`config.mk`:
```
export PLATFORM = sky130hd
export DESIGN_NAME = if_id_stage_flat
export DESIGN_NICKNAME = d
export VERILOG_FILES = /design/src/rtl/if_id_stage_if.sv /design/src/rtl/if_id_stage.sv /design/src/flat_wrapper.sv
export SDC_FILE = /design/constraint.sdc
export NUM_CORES = 1
export LEC_CHECK = 0
export CORE_ASPECT_RATIO = 1.1
export CORE_MARGIN = 5
export CORE_UTILIZATION = 46
export DETAILED_ROUTE_END_ITERATION = 8
export PLACE_DENSITY = 0.79
export RECOVER_POWER = 50
export SLEW_MARGIN = 40
export SYNTH_ARGS = -nofsm -noshare
export SYNTH_HDL_FRONTEND = slang
export SYNTH_SLANG_ARGS = --single-unit
export TNS_END_PERCENT = 5
```
`constraint.sdc`:
```
create_clock -name clk_i -period 3.5 [get_ports clk_i]
set_input_delay 0.7 -clock clk_i [delete_from_list [all_inputs] [get_ports clk_i]]
set_output_delay 0.7 -clock clk_i [all_outputs]
set_load 0.02 [all_outputs]
```
`src/rtl/if_id_stage_if.sv`:
```
// Instruction-memory request/response bundle between the fetch stage and imem.
// The fetch stage uses the master side; the memory model or arbiter uses the slave side.
interface if_id_stage_if;
  logic        imem_req_o;
  logic [31:0] imem_addr_o;
  logic        imem_ready_i;
  logic [31:0] imem_rdata_i;

  modport master (
    output imem_req_o,
    output imem_addr_o,
    input  imem_ready_i,
    input  imem_rdata_i
  );

  modport slave (
    input  imem_req_o,
    input  imem_addr_o,
    output imem_ready_i,
    output imem_rdata_i
  );
endinterface

```
`src/rtl/if_id_stage.sv`:
```
// Fetch stage with IF/ID pipeline register, a one-entry skid buffer for stalls and
// redirect draining. Optional performance counters are enabled by IF_ID_PERF_CNT_EN.
//
// state | meaning
// IDLE  | first cycle after reset, no request
// FETCH | request outstanding at pc_q
// HOLD  | stalled with a fetched word parked in the skid buffer, no request
// DRAIN | redirect arrived mid-request; wait for the stale response, then jump
module if_id_stage #(
  parameter logic [31:0] RESET_PC = 32'h0000_0000,
  parameter logic [31:0] NOP_INST = 32'h0000_0013
) (
  input  logic          clk_i,
  input  logic          reset_i,
  input  logic          stall_i,
  input  logic          redirect_i,
  input  logic [31:0]   redirect_pc_i,
  if_id_stage_if.master imem,
  output logic [31:0]   inst_o,
  output logic [31:0]   pc_o,
  output logic [31:0]   pcNext_o,
  output logic [4:0]    rs1_o,
  output logic [4:0]    rs2_o,
  output logic [4:0]    rd_o,
  output logic          valid_o,
  output logic [31:0]   fetch_cnt_o,
  output logic [31:0]   bubble_cnt_o
);

  typedef enum logic [1:0] {
    S_IDLE  = 2'd0,
    S_FETCH = 2'd1,
    S_HOLD  = 2'd2,
    S_DRAIN = 2'd3
  } state_t;

  state_t      state_q, state_d;
  logic [31:0] pc_q, pc_d;
  logic [31:0] tgt_q, tgt_d;
  logic [31:0] skid_inst_q, skid_pc_q;
  logic        skid_ld;
  logic        ld_valid, ld_bubble;
  logic [31:0] ld_inst, ld_pc;
  logic        req;
  logic [31:0] pc_inc;
  logic [31:0] redir_tgt;

  assign pc_inc    = pc_q + 32'd4;
  assign redir_tgt = {redirect_pc_i[31:2], 2'b00};

  assign imem.imem_req_o  = req;
  assign imem.imem_addr_o = pc_q;

  always_comb begin
    state_d   = state_q;
    pc_d      = pc_q;
    tgt_d     = tgt_q;
    skid_ld   = 1'b0;
    ld_valid  = 1'b0;
    ld_bubble = 1'b0;
    ld_inst   = imem.imem_rdata_i;
    ld_pc     = pc_q;
    req       = 1'b0;

    case (state_q)
      S_IDLE: begin
        state_d = S_FETCH;
      end

      S_FETCH: begin
        req = 1'b1;
        if (imem.imem_ready_i) begin
          if (redirect_i) begin
            pc_d      = redir_tgt;
            ld_bubble = 1'b1;
          end else if (stall_i) begin
            skid_ld = 1'b1;
            pc_d    = pc_inc;
            state_d = S_HOLD;
          end else begin
            ld_valid = 1'b1;
            pc_d     = pc_inc;
          end
        end else begin
          // address must stay put while the request is open, so park the target
          if (redirect_i) begin
            tgt_d     = redir_tgt;
            ld_bubble = 1'b1;
            state_d   = S_DRAIN;
          end else if (!stall_i) begin
            ld_bubble = 1'b1;
          end
        end
      end

      S_HOLD: begin
        if (redirect_i) begin
          pc_d      = redir_tgt;
          ld_bubble = 1'b1;
          state_d   = S_FETCH;
        end else if (!stall_i) begin
          ld_valid = 1'b1;
          ld_inst  = skid_inst_q;
          ld_pc    = skid_pc_q;
          state_d  = S_FETCH;
        end
      end

      S_DRAIN: begin
        req = 1'b1;
        if (redirect_i) begin
          tgt_d = redir_tgt;
        end
        if (imem.imem_ready_i) begin
          pc_d    = tgt_d;
          state_d = S_FETCH;
        end
        if (redirect_i || !stall_i) begin
          ld_bubble = 1'b1;
        end
      end

      default: begin
        state_d = S_IDLE;
      end
    endcase
  end

  always_ff @(posedge clk_i or negedge reset_i) begin
    if (!reset_i) begin
      state_q     <= S_IDLE;
      pc_q        <= RESET_PC;
      tgt_q       <= '0;
      skid_inst_q <= '0;
      skid_pc_q   <= '0;
    end else begin
      state_q <= state_d;
      pc_q    <= pc_d;
      tgt_q   <= tgt_d;
      if (skid_ld) begin
        skid_inst_q <= imem.imem_rdata_i;
        skid_pc_q   <= pc_q;
      end
    end
  end

  always_ff @(posedge clk_i or negedge reset_i) begin
    if (!reset_i) begin
      inst_o   <= NOP_INST;
      pc_o     <= '0;
      pcNext_o <= '0;
      rs1_o    <= '0;
      rs2_o    <= '0;
      rd_o     <= '0;
      valid_o  <= 1'b0;
    end else if (ld_valid) begin
      inst_o   <= ld_inst;
      pc_o     <= ld_pc;
      pcNext_o <= ld_pc + 32'd4;
      rs1_o    <= ld_inst[19:15];
      rs2_o    <= ld_inst[24:20];
      rd_o     <= ld_inst[11:7];
      valid_o  <= 1'b1;
    end else if (ld_bubble) begin
      inst_o   <= NOP_INST;
      pc_o     <= '0;
      pcNext_o <= '0;
      rs1_o    <= '0;
      rs2_o    <= '0;
      rd_o     <= '0;
      valid_o  <= 1'b0;
    end
  end

`ifdef IF_ID_PERF_CNT_EN
  logic [31:0] fetch_cnt_q, bubble_cnt_q;

  always_ff @(posedge clk_i or negedge reset_i) begin
    if (!reset_i) begin
      fetch_cnt_q  <= '0;
      bubble_cnt_q <= '0;
    end else begin
      if (ld_valid)  fetch_cnt_q  <= fetch_cnt_q + 32'd1;
      if (ld_bubble) bubble_cnt_q <= bubble_cnt_q + 32'd1;
    end
  end

  assign fetch_cnt_o  = fetch_cnt_q;
  assign bubble_cnt_o = bubble_cnt_q;
`else
  assign fetch_cnt_o  = '0;
  assign bubble_cnt_o = '0;
`endif

endmodule

```
`src/flat_wrapper.sv`:
```
// flat-port wrapper written by rule: the top's interface ports become plain ports
module if_id_stage_flat 
#(
  parameter logic [31:0] RESET_PC = 32'h0000_0000,
  parameter logic [31:0] NOP_INST = 32'h0000_0013
)
  (clk_i, reset_i, stall_i, redirect_i, redirect_pc_i, inst_o, pc_o, pcNext_o, rs1_o, rs2_o, rd_o, valid_o, fetch_cnt_o, bubble_cnt_o, imem_imem_req_o, imem_imem_addr_o, imem_imem_ready_i, imem_imem_rdata_i);
  if_id_stage_if imem_i ();
  input  logic clk_i;
  input  logic reset_i;
  input  logic stall_i;
  input  logic redirect_i;
  input  logic [31:0] redirect_pc_i;
  output logic [31:0] inst_o;
  output logic [31:0] pc_o;
  output logic [31:0] pcNext_o;
  output logic [4:0] rs1_o;
  output logic [4:0] rs2_o;
  output logic [4:0] rd_o;
  output logic valid_o;
  output logic [31:0] fetch_cnt_o;
  output logic [31:0] bubble_cnt_o;
  output wire logic [$bits(imem_i.imem_req_o)-1:0] imem_imem_req_o;
  output wire logic [$bits(imem_i.imem_addr_o)-1:0] imem_imem_addr_o;
  input wire logic [$bits(imem_i.imem_ready_i)-1:0] imem_imem_ready_i;
  input wire logic [$bits(imem_i.imem_rdata_i)-1:0] imem_imem_rdata_i;
  assign imem_imem_req_o = imem_i.imem_req_o;
  assign imem_imem_addr_o = imem_i.imem_addr_o;
  assign imem_i.imem_ready_i = imem_imem_ready_i;
  assign imem_i.imem_rdata_i = imem_imem_rdata_i;
  if_id_stage #(.RESET_PC(RESET_PC), .NOP_INST(NOP_INST)) u_core (.clk_i(clk_i), .reset_i(reset_i), .stall_i(stall_i), .redirect_i(redirect_i), .redirect_pc_i(redirect_pc_i), .imem(imem_i), .inst_o(inst_o), .pc_o(pc_o), .pcNext_o(pcNext_o), .rs1_o(rs1_o), .rs2_o(rs2_o), .rd_o(rd_o), .valid_o(valid_o), .fetch_cnt_o(fetch_cnt_o), .bubble_cnt_o(bubble_cnt_o));
endmodule
```
==> impl_results.md <==
* Antenna-violating nets left at 0
* Syn Area/Cell at 10.76 um^2
* Hold Crit Class: flip-flop to flip-flop
* Initial antenna violation count at 0
* Data arrival, critical path at 3.60 ns
* Final setup margin at 0.3320 ns
* Skew final at 0.009852 ns
* Post-DP HPWL at 24.10 mm
* Worst Setup SP: stall_i
* Final net count at 1364
* CTS tree: done
* DRT Pass-1 Iters at 5
* RR Endpoint: u_core.pcNext_o[24]$_DFFE_PN0P_
* Net Sw Frac at 39.88%
* EDFF count, synth at 0
* Area leader, netlist: dfrtp_1
* DR WL/cell at 20.11 um
* Failing checks: capacitance limit, slew limit
* Syn Inst Count at 1108
* Met2 global-route usage at 36.18%
* Routability cong. at 0.8916
* Final min period at 3.168 ns
* Startpoint Class: input port
* First-pass GRT wire length at 51.80 mm
* Final setup vio count at 0
* Grt ovf at 0
* Area of the multi-input gates at 5554 um^2
* Synth warn at 0
* Clock Path Buffers at 3
* Fill cells at 2092
* Leak at 6.679 nW
* Worst-Margin Slew at 2.813 ns
* Peak VDD IR at 568.0 uV
* Die height at 178.8 um
* Seq cells post-synth at 225
* Antenna cells at 0
* Largest net degree at the start of global routing at 73
* Final slew viol count at 50
* Logic pwr share at 43.9%
* Reg2Reg Launch Point: u_core.state_q[0]$_DFFE_PN0P_
* Die Span X at 163.5 um
* Post-route cell area at 15000 um^2
* PwrDens at 867.5 nW/um^2
* Max Cap Viol at 1
* Pre-CTS WS at -0.07774 ns
* Routed WL at 33.19 mm
* H-tree depth at 1
* Reg area at 5634 um^2
* Ports at 278
* Power share of the sequential group at 36.1%
* Placed cell areas at 14220 um^2
* Yosys cell types at 68
* Synth cell count leaders: 222 x dfrtp_1, 96 x mux2_2, 81 x buf_4
* Placeable Area at 25420 um^2
* Die ar. at 29230 um^2
* Most numerous cell in the Yosys netlist: dfrtp_1
* Power share of the clock group at 19.9%
* Total GRT Usage at 21.91%
* Endpoint class of the critical path: flip-flop
* RSZ-0062 raised after global routing: false
* Status: finished, violations left
* Int Pwr at 7.821 mW
* CTS sink count at 225
* Sequential share of the synthesized area at 47.27%
* Port Buffers at 211
* CTS-repair resized insts at 0
* Layout Area Growth over Synthesis at 25.82%
* Critical path class: input port to flip-flop
* Hold_buf cts at 0
* Power, Total at 13.01 mW
* Worst EP required at 3.93 ns
* Max-slew headroom at -87.51%
* Reg2Reg Setup Slack at 0.43 ns
* Post-synth top area share at 46.61%
* Crit path to: u_core.pcNext_o[24]$_DFFE_PN0P_
* Register-to-Register Path Depth at 11
* Violation count after the first detailed-routing iteration at 819
* Met3 global-route usage at 3.564%
* CTS Root Cell: clkbuf_16
* Total vias in the final route at 9510
* Met1 global-route usage at 30.11%
* Final Hold Viols at 0
* Initial core utilization at 46.90%
* Vias per cell at 5.764
* Number of global-route vias before repair at 9219
* Period Utilization, post-route at 90.51%
* Num CTS Buffers at 25
* DRC Markers at 0
* Async S/R FF share, synth at 100.0%
* Postcts setup bufs at 0
* Fmax at 315.7 MHz
* Rows at 61
* GR peak layer: met2
* Primary FF master, synth: dfrtp_1
* Share of cells above drive strength 1 at 14.88%
* P_sw at 5.189 mW
* Mapped Area at 11920 um^2
* Top cells by area, synth: dfrtp_1 47%, mux2_2 9.1%, mux2i_1 5.8%
* Clk pin slew, worst setup/hold paths at 0.06 ns
* Crit-path max FO at 6
* Worst skew pair latency at 0.51 ns
## worst max-delay path: stages
cell	delay, ns
dlygate4sd3_1	0.60
nor3b_4	0.38
mux2i_1	0.16
inv_1	0.11
ha_2	0.18
inv_1	0.04
or4_1	0.56
o2bb2ai_2	0.20
or4_1	0.49
o211ai_1	0.17
## area by class of cell
cell class | count | area share, %
clock buffers | 34 | 4.597
multi-input cells | 768 | 37.03
flip-flops and latches | 225 | 37.57
clock inverters | 8 | 0.7676
well taps | 346 | 2.887
repair buffers | 257 | 16.84
inverters | 12 | 0.3004
## worst min path at each step
stage | start | slack (ns) | endpoint | cells past startpoint
after floorplan | reset_i | 0.40 | u_core.imem.imem_addr_o[0]$_DFFE_PN0P_ | 0
after global placement | u_core.pc_o[20]$_DFFE_PN0P_ | 0.46 | u_core.pc_o[20]$_DFFE_PN0P_ | 1
after detailed placement | u_core.pc_o[26]$_DFFE_PN0P_ | 0.47 | u_core.pc_o[26]$_DFFE_PN0P_ | 1
after CTS | reset_i | 0.09 | u_core.tgt_q[25]$_DFFE_PN0P_ | 1
after global routing | u_core.pc_o[22]$_DFFE_PN0P_ | 0.50 | u_core.pc_o[22]$_DFFE_PN0P_ | 1
final | u_core.pc_o[26]$_DFFE_PN0P_ | 0.47 | u_core.pc_o[26]$_DFFE_PN0P_ | 1
## registers in the layout (all words and copies together), names as in the netlist
signal,flops
u_core.skid_inst_q,32
u_core.rs1_o,4
u_core.inst_o,20
u_core.rd_o,4
u_core.pcNext_o,32
u_core.valid_o,1
u_core.state_q,2
u_core.tgt_q,32
u_core.imem.imem_addr_o,32
u_core.skid_pc_q,32
u_core.rs2_o,4
u_core.pc_o,30
## through the flow
step	instances	hold WS [ns]	util (%)	TNS (ns)
floorplan	1171	0.4044	-	0
global placement	1607	0.4642	55.85	-0.02528
detailed placement	1608	0.4696	55.95	-0.1051
CTS	1650	0.08948	59.12	0
global route	1650	0.4968	59.01	0
finish	1650	0.4726	59.01	0
## logic make-up after synthesis
logic type	share of synthesized area, %
buffers and inverters	8.356
other	0.03146
adder cells (fa/ha/maj)	0.6298
flip-flops	47.27
AO/OA/AOI/OAI	16.21
AND/OR/NAND/NOR	11.04
XOR/XNOR	1.470
multiplexers	14.99
## power groups by stage
stage,registers (mW),logic [mW],clock network (mW)
after global routing,4.85,6.17,2.76
final,4.70,5.71,2.59
after floorplan,4.89,3.22,0
after CTS,4.68,5.80,2.64
after detailed placement,4.72,5.77,0
after global placement,4.65,5.65,0
## cell usage in the layout, fill, tap and decap left out, types with 44 or more instances in the layout
cell               n
nand3_1           46
mux2i_1           69
dlygate4sd3_1     51
mux2_2            96
clkdlybuf4s50_1  159
o21ai_0           44
dfrtp_1          222
o2bb2ai_1         51
nand2_1           55
conb_1            64
## per-layer routing
metal  part of all wire [%]  vias up
li1                       -     4358
met1                     42     4674
met2                     47      415
met3                    8.1       63
met4                    2.8        0
met5                      0        -
Note: power is estimated with default switching activity, not from simulation.
